<file path="src/rtl/rst_seq_pkg.sv">
// ---------------------------------------------------------------------------
// rst_seq_pkg
// Shared definitions for the board-level reset sequencer: sequencer state
// encoding, fault counter width, default cycle constants for a 65 MHz clock
// and the saturating increment used by the lock-loss fault counter.
// ---------------------------------------------------------------------------
package rst_seq_pkg;

    typedef enum logic [2:0] {
        ST_HOLD      = 3'd0,
        ST_WAIT_LOCK = 3'd1,
        ST_STRETCH   = 3'd2,
        ST_RELEASE   = 3'd3,
        ST_RUN       = 3'd4
    } rst_seq_state_e;

    localparam int FAULT_CNT_W = 8;

    // Defaults sized for the 65 MHz pixel clock
    localparam int DEF_NUM_RST         = 4;
    localparam int DEF_STRETCH_CYCLES  = 1024;
    localparam int DEF_STAGGER_CYCLES  = 16;
    localparam int DEF_DEBOUNCE_CYCLES = 650000;   // 10 ms
    localparam int DEF_SYNC_STAGES     = 2;

    // Increment that sticks at all-ones instead of wrapping
    function automatic logic [FAULT_CNT_W-1:0] fault_inc(input logic [FAULT_CNT_W-1:0] cnt);
        logic [FAULT_CNT_W-1:0] res;
        if (cnt == {FAULT_CNT_W{1'b1}}) begin
            res = cnt;
        end else begin
            res = cnt + FAULT_CNT_W'(1);
        end
        return res;
    endfunction

endpackage

</file>
<file path="src/rtl/rst_seq_ctrl_btn_debounce.sv">
// ---------------------------------------------------------------------------
// btn_debounce
// Level debouncer for an already-synchronised button. The output follows the
// input only after STABLE_CYCLES consecutive samples that differ from the
// current output level; any shorter excursion is discarded.
//
// Ports:
//   clk  in   clock
//   rst  in   synchronous active-high reset (output returns to 0)
//   in   in   synchronised button level
//   out  out  debounced level (registered)
// ---------------------------------------------------------------------------
module btn_debounce #(
    parameter int STABLE_CYCLES = 650000
) (
    input  logic clk,
    input  logic rst,
    input  logic in,
    output logic out
);

    localparam int                CNT_W = $clog2(STABLE_CYCLES + 1);
    localparam logic [CNT_W-1:0]  LAST  = CNT_W'(STABLE_CYCLES - 1);

    logic [CNT_W-1:0] cnt_r = '0;
    logic             out_r = 1'b0;

    // Count consecutive samples disagreeing with the output; flip on the last one
    always_ff @(posedge clk) begin
        if (rst) begin
            cnt_r <= '0;
            out_r <= 1'b0;
        end else if (in != out_r) begin
            if (cnt_r == LAST) begin
                out_r <= in;
                cnt_r <= '0;
            end else begin
                cnt_r <= cnt_r + CNT_W'(1);
            end
        end else begin
            cnt_r <= '0;
        end
    end

    assign out = out_r;

endmodule

</file>
<file path="src/rtl/rst_seq_ctrl.sv">
// ---------------------------------------------------------------------------
// rst_seq_ctrl
// Reset sequencer for the board top. Holds all downstream resets until the
// clock generator is locked, stretches reset for STRETCH_CYCLES, then
// releases rst_o bit by bit (bit 0 first) every STAGGER_CYCLES. Loss of lock
// or a button press restarts the whole sequence.
//
// Build option: define RST_SEQ_DEBOUNCE_EN to pass the button through
// btn_debounce (DEBOUNCE_CYCLES stable samples); otherwise the synchronised
// button level is used directly.
//
// Ports:
//   clk          in   single clock
//   rst          in   synchronous active-high reset, highest priority
//   locked_i     in   clock-generator lock (asynchronous)
//   btn_i        in   raw reset button, active-high (asynchronous)
//   rst_o        out  NUM_RST active-high resets, bit 0 releases first
//   ready_o      out  high once every rst_o bit is released
//   fault_cnt_o  out  saturating count of lock losses in STRETCH/RELEASE/RUN
// ---------------------------------------------------------------------------
module rst_seq_ctrl
    import rst_seq_pkg::*;
#(
    parameter int NUM_RST         = DEF_NUM_RST,
    parameter int STRETCH_CYCLES  = DEF_STRETCH_CYCLES,
    parameter int STAGGER_CYCLES  = DEF_STAGGER_CYCLES,
    parameter int DEBOUNCE_CYCLES = DEF_DEBOUNCE_CYCLES,
    parameter int SYNC_STAGES     = DEF_SYNC_STAGES
) (
    input  logic                   clk,
    input  logic                   rst,
    input  logic                   locked_i,
    input  logic                   btn_i,
    output logic [NUM_RST-1:0]     rst_o,
    output logic                   ready_o,
    output logic [FAULT_CNT_W-1:0] fault_cnt_o
);

    // One shared counter serves both the stretch and the stagger phase
    localparam int               CNT_MAX      = (STRETCH_CYCLES > STAGGER_CYCLES) ? STRETCH_CYCLES : STAGGER_CYCLES;
    localparam int               CNT_W        = $clog2(CNT_MAX + 1);
    localparam logic [CNT_W-1:0] STRETCH_LAST = CNT_W'(STRETCH_CYCLES - 1);
    localparam logic [CNT_W-1:0] STAGGER_LAST = CNT_W'(STAGGER_CYCLES - 1);

    (* ASYNC_REG = "TRUE" *) logic [SYNC_STAGES-1:0] lock_sync_r = '0;
    (* ASYNC_REG = "TRUE" *) logic [SYNC_STAGES-1:0] btn_sync_r  = '0;

    logic                   btn_db_s;
    logic                   lock_lvl_r  = 1'b0;
    logic                   btn_lvl_r   = 1'b0;

    rst_seq_state_e         state_r     = ST_HOLD;
    rst_seq_state_e         state_next_s;
    logic [CNT_W-1:0]       cnt_r       = '0;
    logic [CNT_W-1:0]       cnt_next_s;
    logic [NUM_RST-1:0]     rst_r       = {NUM_RST{1'b1}};
    logic [NUM_RST-1:0]     rst_next_s;
    logic [NUM_RST-1:0]     rst_shift_s;
    logic                   ready_r     = 1'b0;
    logic                   ready_next_s;
    logic [FAULT_CNT_W-1:0] fault_r     = '0;
    logic [FAULT_CNT_W-1:0] fault_next_s;
    logic                   active_s;
    logic                   abort_s;

    // Synchroniser chains for the two asynchronous inputs, one flop per stage
    for (genvar i = 0; i < SYNC_STAGES; i++) begin : g_sync
        if (i == 0) begin : g_first
            // First stage samples the raw asynchronous pins
            always_ff @(posedge clk) begin
                if (rst) begin
                    lock_sync_r[0] <= 1'b0;
                    btn_sync_r[0]  <= 1'b0;
                end else begin
                    lock_sync_r[0] <= locked_i;
                    btn_sync_r[0]  <= btn_i;
                end
            end
        end else begin : g_next
            // Later stages shift the previous stage along
            always_ff @(posedge clk) begin
                if (rst) begin
                    lock_sync_r[i] <= 1'b0;
                    btn_sync_r[i]  <= 1'b0;
                end else begin
                    lock_sync_r[i] <= lock_sync_r[i-1];
                    btn_sync_r[i]  <= btn_sync_r[i-1];
                end
            end
        end
    end

`ifdef RST_SEQ_DEBOUNCE_EN
    btn_debounce #(
        .STABLE_CYCLES (DEBOUNCE_CYCLES)
    ) u_btn_debounce (
        .clk (clk),
        .rst (rst),
        .in  (btn_sync_r[SYNC_STAGES-1]),
        .out (btn_db_s)
    );
`else
    assign btn_db_s = btn_sync_r[SYNC_STAGES-1];
`endif

    // Level register between synchronisers and FSM; sets the SYNC_STAGES+1 input latency
    always_ff @(posedge clk) begin
        if (rst) begin
            lock_lvl_r <= 1'b0;
            btn_lvl_r  <= 1'b0;
        end else begin
            lock_lvl_r <= lock_sync_r[SYNC_STAGES-1];
            btn_lvl_r  <= btn_db_s;
        end
    end

    // Next-state, counter, reset pattern and fault count decisions
    always_comb begin
        state_next_s = state_r;
        cnt_next_s   = cnt_r;
        rst_next_s   = rst_r;
        ready_next_s = 1'b0;
        fault_next_s = fault_r;
        // Shifting left clears the lowest still-asserted bit next, keeping release order monotonic
        rst_shift_s  = rst_r << 1;
        active_s     = (state_r == ST_STRETCH) || (state_r == ST_RELEASE) || (state_r == ST_RUN);
        abort_s      = active_s && (!lock_lvl_r || btn_lvl_r);

        if (abort_s) begin
            state_next_s = ST_HOLD;
            cnt_next_s   = '0;
            rst_next_s   = {NUM_RST{1'b1}};
            // Simultaneous button and lock loss still counts as a single fault
            if (!lock_lvl_r) begin
                fault_next_s = fault_inc(fault_r);
            end else begin
                fault_next_s = fault_r;
            end
        end else begin
            case (state_r)
                ST_HOLD: begin
                    state_next_s = ST_WAIT_LOCK;
                    cnt_next_s   = '0;
                    rst_next_s   = {NUM_RST{1'b1}};
                end
                ST_WAIT_LOCK: begin
                    cnt_next_s = '0;
                    rst_next_s = {NUM_RST{1'b1}};
                    // A lock return while the button is held does not start the sequence
                    if (lock_lvl_r && !btn_lvl_r) begin
                        state_next_s = ST_STRETCH;
                    end else begin
                        state_next_s = ST_WAIT_LOCK;
                    end
                end
                ST_STRETCH, ST_RELEASE: begin
                    if (cnt_r == ((state_r == ST_STRETCH) ? STRETCH_LAST : STAGGER_LAST)) begin
                        cnt_next_s = '0;
                        rst_next_s = rst_shift_s;
                        if (rst_shift_s == {NUM_RST{1'b0}}) begin
                            state_next_s = ST_RUN;
                        end else begin
                            state_next_s = ST_RELEASE;
                        end
                    end else begin
                        cnt_next_s = cnt_r + CNT_W'(1);
                    end
                end
                ST_RUN: begin
                    rst_next_s   = {NUM_RST{1'b0}};
                    ready_next_s = 1'b1;
                end
                default: begin
                    state_next_s = ST_HOLD;
                    cnt_next_s   = '0;
                    rst_next_s   = {NUM_RST{1'b1}};
                end
            endcase
        end
    end

    // State and registered outputs; rst overrides every other event
    always_ff @(posedge clk) begin
        if (rst) begin
            state_r <= ST_HOLD;
            cnt_r   <= '0;
            rst_r   <= {NUM_RST{1'b1}};
            ready_r <= 1'b0;
            fault_r <= '0;
        end else begin
            state_r <= state_next_s;
            cnt_r   <= cnt_next_s;
            rst_r   <= rst_next_s;
            ready_r <= ready_next_s;
            fault_r <= fault_next_s;
        end
    end

    assign rst_o       = rst_r;
    assign ready_o     = ready_r;
    assign fault_cnt_o = fault_r;

endmodule

</file>
<file path="config.mk">
export PLATFORM = sky130hd
export DESIGN_NAME = rst_seq_ctrl
export DESIGN_NICKNAME = d
export VERILOG_FILES = /design/src/rtl/rst_seq_pkg.sv /design/src/rtl/rst_seq_ctrl_btn_debounce.sv /design/src/rtl/rst_seq_ctrl.sv
export SDC_FILE = /design/constraint.sdc
export NUM_CORES = 1
export LEC_CHECK = 0
export BUFFER_PORTS_ARGS = -buffer_cell sky130_fd_sc_hd__buf_2
export CORE_MARGIN = 2
export CORE_UTILIZATION = 61
export DETAILED_ROUTE_END_ITERATION = 7
export PLACE_DENSITY = 0.91
export SLEW_MARGIN = 15
export SYNTH_ARGS = -nofsm -noshare
export SYNTH_HDL_FRONTEND = slang
export SYNTH_HIERARCHICAL = 1
export SYNTH_SLANG_ARGS = --single-unit
</file>
<file path="constraint.sdc">
create_clock -name clk -period 3.75 [get_ports clk]
set_input_delay 0.75 -clock clk [delete_from_list [all_inputs] [get_ports clk]]
set_output_delay 0.75 -clock clk [all_outputs]
set_load 0.01 [all_outputs]
</file>
# After elaboration in Yosys (flattened, before gate mapping)
# Cells that the tools add are included.
# op_classes
add_sub_neg,2
eq_ne,7
mux,10
bitwise,3
reduce_logical,13
# ops
cell,n
11-bit case mux with 2 select lines,1
3-bit case mux with 4 select lines,1
11-bit by 1-bit adder with 11-bit output (second input constant),1
11-bit by 10-bit == test with 1-bit output,1
11-bit two-way mux,1
10-bit two-way mux,1
8-bit by 1-bit adder with 8-bit output (second input constant),1
8-bit == test (second input constant),1
4-bit case mux with 2 select lines,1
3-bit by 2-bit == test with 1-bit output (second input constant),2
3-bit two-way mux,2
4-bit zero test,1
4-bit two-way mux,1
2-bit OR reduction,2
3-bit by 1-bit == test with 1-bit output (second input constant),1
3-bit == test (second input constant),1
3-bit zero test,1
1-bit logical OR,3
1-bit NOT,3
3-bit AND reduction,1
1-bit logical AND,2
1-bit zero test,2
2-bit two-way mux,1
2-bit inequality test (second input constant),1
2 further kinds,2
# totals
regBits,33
input_bits,4
output_inout_bits,13
wordCells,46

# Longest topological paths before layout
# Gate-level depths: netlist of the first run.
# depth
word_depth,5
mapped_depth,6
depth_no_buf,5

# Worst setup path after synthesis of the first run
# No wires, ideal clock.
# synth_path
kind,register to register
start,register cnt_r[0]
end,register state_r[1]
setup_time_ns,0.128
arrival_ns,1.791
required_time_ns,3.622
slack_ns,1.831
stages_incl_launch_ff,6
path_buffers,0
period_less_slack_ns,1.919
path_cell_list,dfxtp_1 -> ha_1 -> nand4b_1 -> or4_4 -> a2111oi_4 -> o21ai_0
# synth_between
elab_chain_len,3
# synth_rtl
item,line_no,text
"start, declared",rst_seq_ctrl.sv:54,logic [CNT_W-1:0] cnt_r = '0;
"start signal, assigned",rst_seq_ctrl.sv:192,cnt_r <= cnt_next_s;
11-bit by 10-bit == test with 1-bit output,rst_seq_ctrl.sv:157,if (cnt_r == ((state_r == ST_STRETCH) ? STRETCH_LAST : STAGGER_LAST)) begin
2-bit inequality test (no source line),--,
2-bit AND reduction (no source line),--,
"end signal, assigned",rst_seq_ctrl.sv:191,state_r <= state_next_s;
"end, declared",rst_seq_ctrl.sv:52,rst_seq_state_e state_r = ST_HOLD;
# No other way between the ends.
# A chain may end at the register's enable or synchronous reset.

# Worst setup path in the final report of the first run
# Same ends and word-level chain as after synthesis.

==> results of run 1 <==
==> cell families (layout without fill, tap and decap cells) <==
kind of cell	Yosys count	after routing	share of synthesized area [%]
AOI/OAI and AO/OA	31	31	15.97
xor gates and xnor gates	7	7	4.033
adders and majority gates	2	2	1.646
buffers and inverters	11	30	2.715
DFF	33	33	43.46
muxes	3	3	2.140
and+or+nand+nor	76	76	30.04
==> power groups by stage <==
| stage | registers (µW) | clock network, µW | logic, µW |
|---|---|---|---|
| 2_1_floorplan | 363 | 0 | 8.97 |
| 3_3_place_gp | 364 | 0 | 11.7 |
| 3_5_place_dp | 364 | 0 | 12.5 |
| 4_1_cts | 356 | 286 | 12.4 |
| 5_1_grt | 356 | 300 | 14.2 |
| 6_report | 356 | 286 | 12.4 |
==> synth_stat cells, drive strengths merged (4+ instances only) <==
library cell / number / area, µm²
nor3: 13 / 76.33
nand4: 5 / 31.28
a21oi: 6 / 30.03
nand2: 10 / 37.54
dfxtp: 33 / 660.6
clkbuf: 4 / 15.01
o21ai: 5 / 28.78
o31ai: 4 / 30.03
inv: 6 / 22.52
xnor2: 4 / 35.03
nand3: 5 / 25.02
nor2b: 7 / 43.79
nor2: 9 / 33.78
==> area by class of cell <==
type | count | share of cell area [%]
clock inverter | 2 | 2.198
inverter | 6 | 1.319
timing repair buffer | 16 | 4.689
clock buffer | 6 | 3.004
multi-input combinational | 119 | 47.91
tap | 30 | 2.198
sequential | 33 | 38.68
==> metal layers <==
layer,global-route usage (%),wire [µm],vias up
li1,-,-,646
met1,28.01,1325,600
met2,41.06,1542,43
met3,6.389,181,6
met4,15.81,35,0
met5,0,0,-
==> metrics by stage <==
step	std cells	setup WS, ns	utilization, %
after floorplan	163	1.831	-
after global placement	204	1.568	67.19
after detailed placement	204	1.498	67.19
after CTS	212	1.591	70.87
after global routing	212	1.414	70.87
final	212	1.561	70.87
==> cells in the final DEF, fill, tap and decap left out, types with 2 or more instances in the layout <==
cell type / count
a211oi_1: 2
a21o_1: 2
a21oi_1: 6
a311o_1: 3
and3_1: 2
and4_1: 3
buf_2: 16
clkbuf_4: 5
dfxtp_1: 33
ha_1: 2
inv_1: 6
mux2_2: 2
nand2_1: 10
nand2b_1: 3
nand3_1: 5
nand4_1: 5
nand4b_1: 2
nor2_1: 9
nor2b_1: 7
nor3_1: 12
nor3b_1: 3
nor4_1: 2
o21ai_0: 4
o31ai_1: 4
or3_1: 3
or3b_1: 2
xnor2_1: 4
xor2_1: 3
==> how the worst max path moves through the flow <==
stage / from / slack, ns / depth (start not counted) / to
6_report: cnt_r[0] / 1.56 / 5 / state_r[1]
4_1_cts: cnt_r[0] / 1.59 / 5 / state_r[1]
3_5_place_dp: rst / 1.50 / 5 / cnt_r[10]
2_1_floorplan: cnt_r[0] / 1.83 / 5 / state_r[1]
3_3_place_gp: rst / 1.57 / 5 / rst_o[3]
5_1_grt: state_r[2] / 1.41 / 4 / fault_cnt_o[5]
==> flip-flops by register name (all words and copies together), names as in the netlist <==
name / count
rst_o: 4
fault_cnt_o: 8
state_r: 3
btn_db_s: 1
ready_o: 1
cnt_r: 11
btn_lvl_r: 1
lock_lvl_r: 1
btn_sync_r: 1
lock_sync_r: 2
==> worst max-delay path, cell delays in order, from the launching register on <==
cell and delay, ns:
dfxtp_1 0.39, ha_1 0.22, nand4b_1 0.24, or4_4 0.65, a2111oi_4 0.46, o21ai_0 0.12
==> impl_metrics.csv, run 1 <==
group,metric,value,unit
power,p_total,654.6,µW
routing,drc_errors,0,
power,power_density,383.3,nW/µm²
clocking,htreeDepth,2,
synth,ys_seq_area_share,43.46,%
floorplan,die_w,53.92,µm
worst_hold_path,hp-start,"lock_sync_r[1]",
sta,setup_violations,0,
clocking,cts_made_buffers,5,
worst_hold_path,hold_end,"lock_lvl_r",
run_status,outcome,"finished clean",
synth,synthFlopType,"dfxtp_1",
grt,grt_pass1_wl,5092,µm
clocking,clkSinkCount,33,
clocking,holdBufCountCts,0,
grt,grt_overflow,0,
sta,clock.fmax,456.8,MHz
critical_path,crit_type,"flop to flop",
synth,netlist_area,1520,µm²
job,maxCapViolations,0,
grt,grt_use_total,24.77,%
power,p_seq_share,54.4,%
sta,finalHoldViolations,0,
synth,yosysUniqueCellTypes,47,
finish,synthToLayoutAreaGrowth,12.35,%
routing,first_iter_violations,28,
power,irDropWorstVdd,0.0004148,V
routing,drt-pass1-iter-count,4,
critical_path,endpoint_kind,"flop",
floorplan,io_pins,17,
critical_path,r2r-start,"cnt_r[0]",
synth,async_flop_share,0,%
place,gp_congestion,0.8111,
finish,postLayoutCellArea,1708,µm²
finish,fin_nets,187,
floorplan,dieArea,2907,µm²
floorplan,start_util,63.08,%
critical_path,cp-start-kind,"flop",
synth,synth_fp_nets,169,
sta,tightest_slew,0.8400,ns
floorplan,coreArea,2410,µm²
sta,rsz0062_at_grt,"false",
synth,ys_seq_elements,33,
worst_hold_path,hp-class,"flop to flop",
critical_path,crit_fanout,5,
finish,regArea,660.6,µm²
clocking,clk_path_buf_depth,2,
sta,period_needed,2.189,ns
finish,drive_above_1_share,18.68,%
clocking,clk_pin_slew,0.10,ns
sta,slew-limit-headroom,43.29,%
synth,synth.avg_cell_area,9.326,µm²
critical_path,worst-r2r-cell-count,5,
critical_path,regToRegEndpoint,"state_r[1]",
sta,final.period_utilization,58.38,%
synth,syn_inst,163,
clocking,cts_resized,0,
finish,nFillCells,175,
place,dp_hpwl,2239,µm
finish,antenna_cells,0,
floorplan,fp.dieH,53.92,µm
routing,detail-route-antenna-nets,0,
power,power.switching,137.3,µW
power,switching_share,20.97,%
grt,grt_max_degree,22,
clocking,insertion_delay,0.36,ns
worst_hold_path,whs_path_depth,1,
power,p_leak,0.0005932,µW
sta,slew_violations,0,
clocking,postCtsSetupBuffers,0,
power,pwr-share-comb,1.9,%
critical_path,critical_path_arrival,2.43,ns
routing,wl_per_cell,14.55,µm
power,clkPwrFrac,43.8,%
clocking,root_buffer,"clkbuf_4",
sta,worst_hold_slack,0.4429,ns
routing,vias,1295,
place,place_area,1619,µm²
routing,wl,3084,µm
finish,multiInputGateArea,818.3,µm²
clocking,cts_tree,"done",
critical_path,worst_ep_required_time,3.99,ns
synth,synth_warnings,6,
power,p_int,517.4,µW
synth,synth_edf_count,0,
grt,antenna_found_initial,0,
routing,vias_per_cell,6.108,
grt,grt_pass1_vias,1218,
floorplan,num_rows,18,
sta,finalClockSkew,0.01952,ns
place,io_buffer_count,16,
critical_path,reg2reg_slack,1.56,ns
sta,finalSetupTns,0,ns
(Power assumes the default switching activity.)
==> inputs of run 2 (changes only) <==
- CORE_UTILIZATION: 61 -> 56
- PLACE_DENSITY: 0.91 -> 0.85
- clock period: 3.75 -> 2.3 ns (I/O delays scaled with it)
==> impl_metrics.csv, run 2 (synthesized netlist as in run 1, its figures left out) <==
group,metric,value,unit
run_status,outcome,"finished clean",
worst_hold_path,whs_path_depth,2,
clocking,insertion_delay,0.33,ns
clocking,postCtsSetupBuffers,0,
sta,finalSetupTns,0,ns
finish,final_cell_mix,"dfxtp_1, buf_2, nor3_1",
floorplan,die_w,56.10,µm
sta,finalClockSkew,0.009447,ns
clocking,clk_path_buf_depth,2,
grt,grt_pass1_vias,1267,
routing,vias,1304,
clocking,cts_made_buffers,5,
grt,grt_max_degree,18,
grt,grt_use_total,21.37,%
place,dp_hpwl,2394,µm
critical_path,critical_path_arrival,2.33,ns
finish,drive_above_1_share,19.46,%
sta,clock.fmax,471.4,MHz
critical_path,endpoint_kind,"flop",
worst_hold_path,hp-class,"input port to flop",
floorplan,start_util,60.27,%
critical_path,regToRegEndpoint,"state_r[0]",
finish,largest_register_ffs,11,
sta,finalHoldViolations,0,
finish,largest-register,"cnt_r",
clocking,cts_tree,"done",
finish,synthToLayoutAreaGrowth,12.10,%
finish,nFillCells,215,
grt,antenna_found_initial,0,
worst_hold_path,hp-start,"locked_i",
finish,regArea,660.6,µm²
critical_path,cp-start-kind,"flop",
place,gp_congestion,0.7977,
sta,final.period_utilization,92.23,%
finish,antenna_cells,0,
critical_path,reg2reg_slack,0.18,ns
grt,grt_pass1_wl,5264,µm
routing,drt-pass1-iter-count,4,
sta,tightest_slew,0.9427,ns
floorplan,fp.dieH,56.10,µm
finish,fin_nets,191,
critical_path,worst_ep_required_time,2.51,ns
sta,slew_violations,0,
clocking,clk_pin_slew,0.09,ns
critical_path,crit_fanout,5,
clocking,cts_resized,0,
floorplan,num_rows,18,
worst_hold_path,hold_end,"lock_sync_r[0]",
sta,slew-limit-headroom,36.35,%
critical_path,r2r-start,"cnt_r[0]",
routing,vias_per_cell,6.065,
floorplan,coreArea,2522,µm²
power,p_leak,0.0006013,µW
job,maxCapViolations,0,
place,pre_cts_ws,0.2015,ns
critical_path,worst-r2r-cell-count,5,
floorplan,io_pins,17,
finish,final_util,67.56,%
sta,setup_violations,0,
critical_path,crit_type,"flop to flop",
sta,worst_hold_slack,0.3403,ns
routing,drc_errors,0,
clocking,clkSinkCount,33,
clocking,root_buffer,"clkbuf_4",
finish,layout_commonest_cell,"dfxtp_1",
sta,period_needed,2.121,ns
power,irDropWorstVdd,0.0006358,V
floorplan,dieArea,3147,µm²
place,io_buffer_count,16,
routing,wl_per_cell,14.56,µm
sta,rsz0062_at_grt,"false",
clocking,htreeDepth,2,
clocking,holdBufCountCts,0,
routing,wl,3131,µm
grt,grt_overflow,0,
sta,postLayoutSetupSlackWorst,0.1787,ns
routing,first_iter_violations,37,
routing,detail-route-antenna-nets,0,
finish,multiInputGateArea,818.3,µm²
power,power_density,543.9,nW/µm²
## run 2: worst max-delay path by stage
| stage | start | to | slack (ns) | cells after the start |
|---|---|---|---|---|
| after floorplan | cnt_r[0] | state_r[1] | 0.38 | 5 |
| after global placement | cnt_r[0] | state_r[1] | 0.30 | 5 |
| after detailed placement | cnt_r[0] | state_r[0] | 0.20 | 5 |
| after CTS | cnt_r[0] | state_r[0] | 0.18 | 5 |
| after global routing | cnt_r[0] | state_r[0] | 0.05 | 5 |
| final | cnt_r[0] | state_r[0] | 0.18 | 5 |
## run 2: stage by stage
| step | area (µm²) | instances | power [µW] |
|---|---|---|---|
| 3_5_place_dp | 1649 | 208 | 614.9 |
| 2_1_floorplan | 1520 | 163 | 607.1 |
| 6_report | 1704 | 215 | 926.9 |
| 5_1_grt | 1704 | 215 | 965.7 |
| 4_1_cts | 1704 | 215 | 938.2 |
| 3_3_place_gp | 1649 | 208 | 613.5 |
## run 2: routing by layer
metal	wire length, µm	up-vias	part of all wire (%)	track usage (%)
met4	25	0	0.80	7.143
li1	-	660	-	-
met2	1681	29	54	40.17
met1	1295	613	41	21.93
met3	129	2	4.1	6.977
met5	0	-	0	0
## run 2: report_power, final
part	internal (µW)	switching, µW
Combinational	9.68	11.5
Sequential	577	3.47
Clock	144	181
Total	731	196
## run 2: cell type report
cell class                      instances  share of cell area, %
Tap cell                               30                  2.203
Inverter                                6                  1.322
Multi-Input combinational cell        119                  48.02
Timing Repair Buffer                   20                  6.461
Clock buffer                            7                  3.231
Sequential cell                        33                  38.77
## run 2: critical path, stage by stage (launching register included)
cell       delay [ns]
dfxtp_1          0.38
ha_1             0.23
nand4b_1         0.23
or4_4            0.64
a2111oi_4        0.41
a21oi_1          0.12
==> inputs of run 3 (changes only) <==
- CORE_UTILIZATION: 56 -> 59
- CTS_BUF_LIST: unset -> sky130_fd_sc_hd__clkbuf_2
- PLACE_DENSITY: 0.85 -> 0.9
==> impl_metrics.csv, run 3 (synthesized netlist as in run 1, its figures left out) <==
group,metric,value,unit
critical_path,regToRegEndpoint,"state_r[1]",
clocking,holdBufCountCts,0,
finish,nFillCells,188,
finish,final_util,68.09,%
floorplan,die_w,54.76,µm
clocking,clk_pin_slew,0.18,ns
critical_path,critical_path_arrival,2.40,ns
grt,grt_pass1_vias,1190,
clocking,clk_path_buf_depth,2,
clocking,insertion_delay,0.40,ns
routing,vias_per_cell,6.140,
clocking,cts_tree,"done",
finish,drive_above_1_share,18.48,%
power,switching_share,24.93,%
power,p_int,654.0,µW
grt,grt_overflow,0,
floorplan,fp.dieH,54.76,µm
power,irDropWorstVdd,0.0004691,V
clocking,clkSinkCount,33,
finish,layout_commonest_cell,"dfxtp_1",
routing,first_iter_violations,25,
power,clkPwrFrac,30.8,%
place,io_buffer_count,16,
finish,synthToLayoutAreaGrowth,9.959,%
critical_path,worst_ep_required_time,2.61,ns
sta,finalClockSkew,0.01719,ns
power,power_density,521.2,nW/µm²
sta,tightest_slew,0.8590,ns
place,gp_congestion,0.8328,
sta,slew-limit-headroom,42.01,%
critical_path,r2r-start,"cnt_r[0]",
power,pwr-share-comb,2.5,%
sta,period_needed,2.088,ns
critical_path,endpoint_kind,"flop",
sta,final.period_utilization,90.80,%
critical_path,cp_slowest_stage_delay,0.65,ns
grt,grt_use_total,24.24,%
place,dp_hpwl,2309,µm
critical_path,critical_path.top_delay_family,"simple AND/OR/NAND/NOR gates",
finish,fin_nets,189,
routing,wl_per_cell,15.00,µm
sta,postLayoutSetupSlackWorst,0.2117,ns
sta,clock.fmax,478.8,MHz
sta,slew_violations,0,
worst_hold_path,hp-start,"btn_i",
critical_path,worst-r2r-cell-count,5,
finish,largest_register_ffs,11,
critical_path,crit_type,"flop to flop",
power,p_seq_share,66.7,%
critical_path,cpMaxStageDelayCell,"or4_4",
grt,grt_pass1_wl,5099,µm
floorplan,dieArea,2999,µm²
worst_hold_path,hp-class,"input port to flop",
power,power.switching,217.2,µW
finish,final_cell_mix,"dfxtp_1, buf_2, nor3_1",
routing,wl,3209,µm
floorplan,num_rows,18,
grt,antenna_found_initial,0,
power,p_leak,0.0005868,µW
sta,finalHoldViolations,0,
floorplan,coreArea,2455,µm²
clocking,root_buffer,"clkbuf_2",
worst_hold_path,whs_path_depth,2,
floorplan,io_pins,17,
critical_path,cp-start-kind,"flop",
finish,largest-register,"cnt_r",
finish,antenna_cells,0,
clocking,htreeDepth,2,
sta,rsz0062_at_grt,"false",
place,pre_cts_ws,0.2123,ns
sta,finalSetupTns,0,ns
critical_path,reg2reg_slack,0.21,ns
routing,drc_errors,0,
routing,detail-route-antenna-nets,0,
clocking,cts_resized,0,
critical_path,cp-startpoint,"cnt_r[0]",
floorplan,start_util,61.93,%
sta,setup_violations,0,
critical_path,path_cells,"ha_1, nand4b_1, or4_4, a2111oi_4, o21ai_0",
job,maxCapViolations,0,
critical_path,crit_fanout,5,
critical_path,critPathBufInv,0,
clocking,postCtsSetupBuffers,0,
clocking,cts_made_buffers,5,
grt,grt_max_degree,17,
routing,vias,1314,
run_status,outcome,"finished clean",
worst_hold_path,hold_end,"btn_sync_r[0]",
routing,drt-pass1-iter-count,4,
## run 3: cell count changes in the layout (fill, tap and decap cells not counted)
cell and delta:
buf_4 -2, clkbuf_1 -1, clkbuf_2 +5, clkbuf_4 -5
clkbuf_8 -1, clkinv_1 +2, clkinv_2 +1
## run 3: power groups by stage
stage | sequential (µW) | combinational (µW) | clock, µW
4_1_cts | 581 | 21.7 | 264
5_1_grt | 582 | 24.1 | 287
3_5_place_dp | 593 | 21.6 | 0
2_1_floorplan | 593 | 14.6 | 0
6_report | 581 | 21.5 | 268
3_3_place_gp | 593 | 20.5 | 0
## run 3: worst max path at each step
stage / to / cells after the start
2_1_floorplan: state_r[1] / 5
3_3_place_gp: state_r[1] / 5
5_1_grt: state_r[1] / 5
6_report: state_r[1] / 5
3_5_place_dp: state_r[1] / 5
4_1_cts: state_r[1] / 5
## run 3: area by class of cell
class	instances	area, µm²	area share (%)
Multi-Input combinational cell	119	818.3	48.95
Timing Repair Buffer	18	95.09	5.689
Sequential cell	33	660.6	39.52
Clock inverter	3	12.51	0.7485
Inverter	6	22.52	1.347
Tap cell	30	37.54	2.246
Clock buffer	5	25.02	1.497
## run 3: stage by stage
step / hold WS [ns] / area, µm² / std cells / power (µW)
floorplan: 0.4138 / 1520 / 163 / 607.1
global placement: 0.4350 / 1634 / 206 / 613.6
detailed placement: 0.4286 / 1634 / 206 / 615.0
CTS: 0.2872 / 1672 / 214 / 866.8
global route: 0.2716 / 1672 / 214 / 893.4
finish: 0.2741 / 1672 / 214 / 871.3
## run 3: routing by layer
layer  wire length (µm)  global-route usage [%]  vias up
li1                   -                       -      649
met1               1441                   27.07      627
met2               1586                   41.47       29
met3                110                   8.197        9
met4                 70                   10.42        0
met5                  0                       0        -
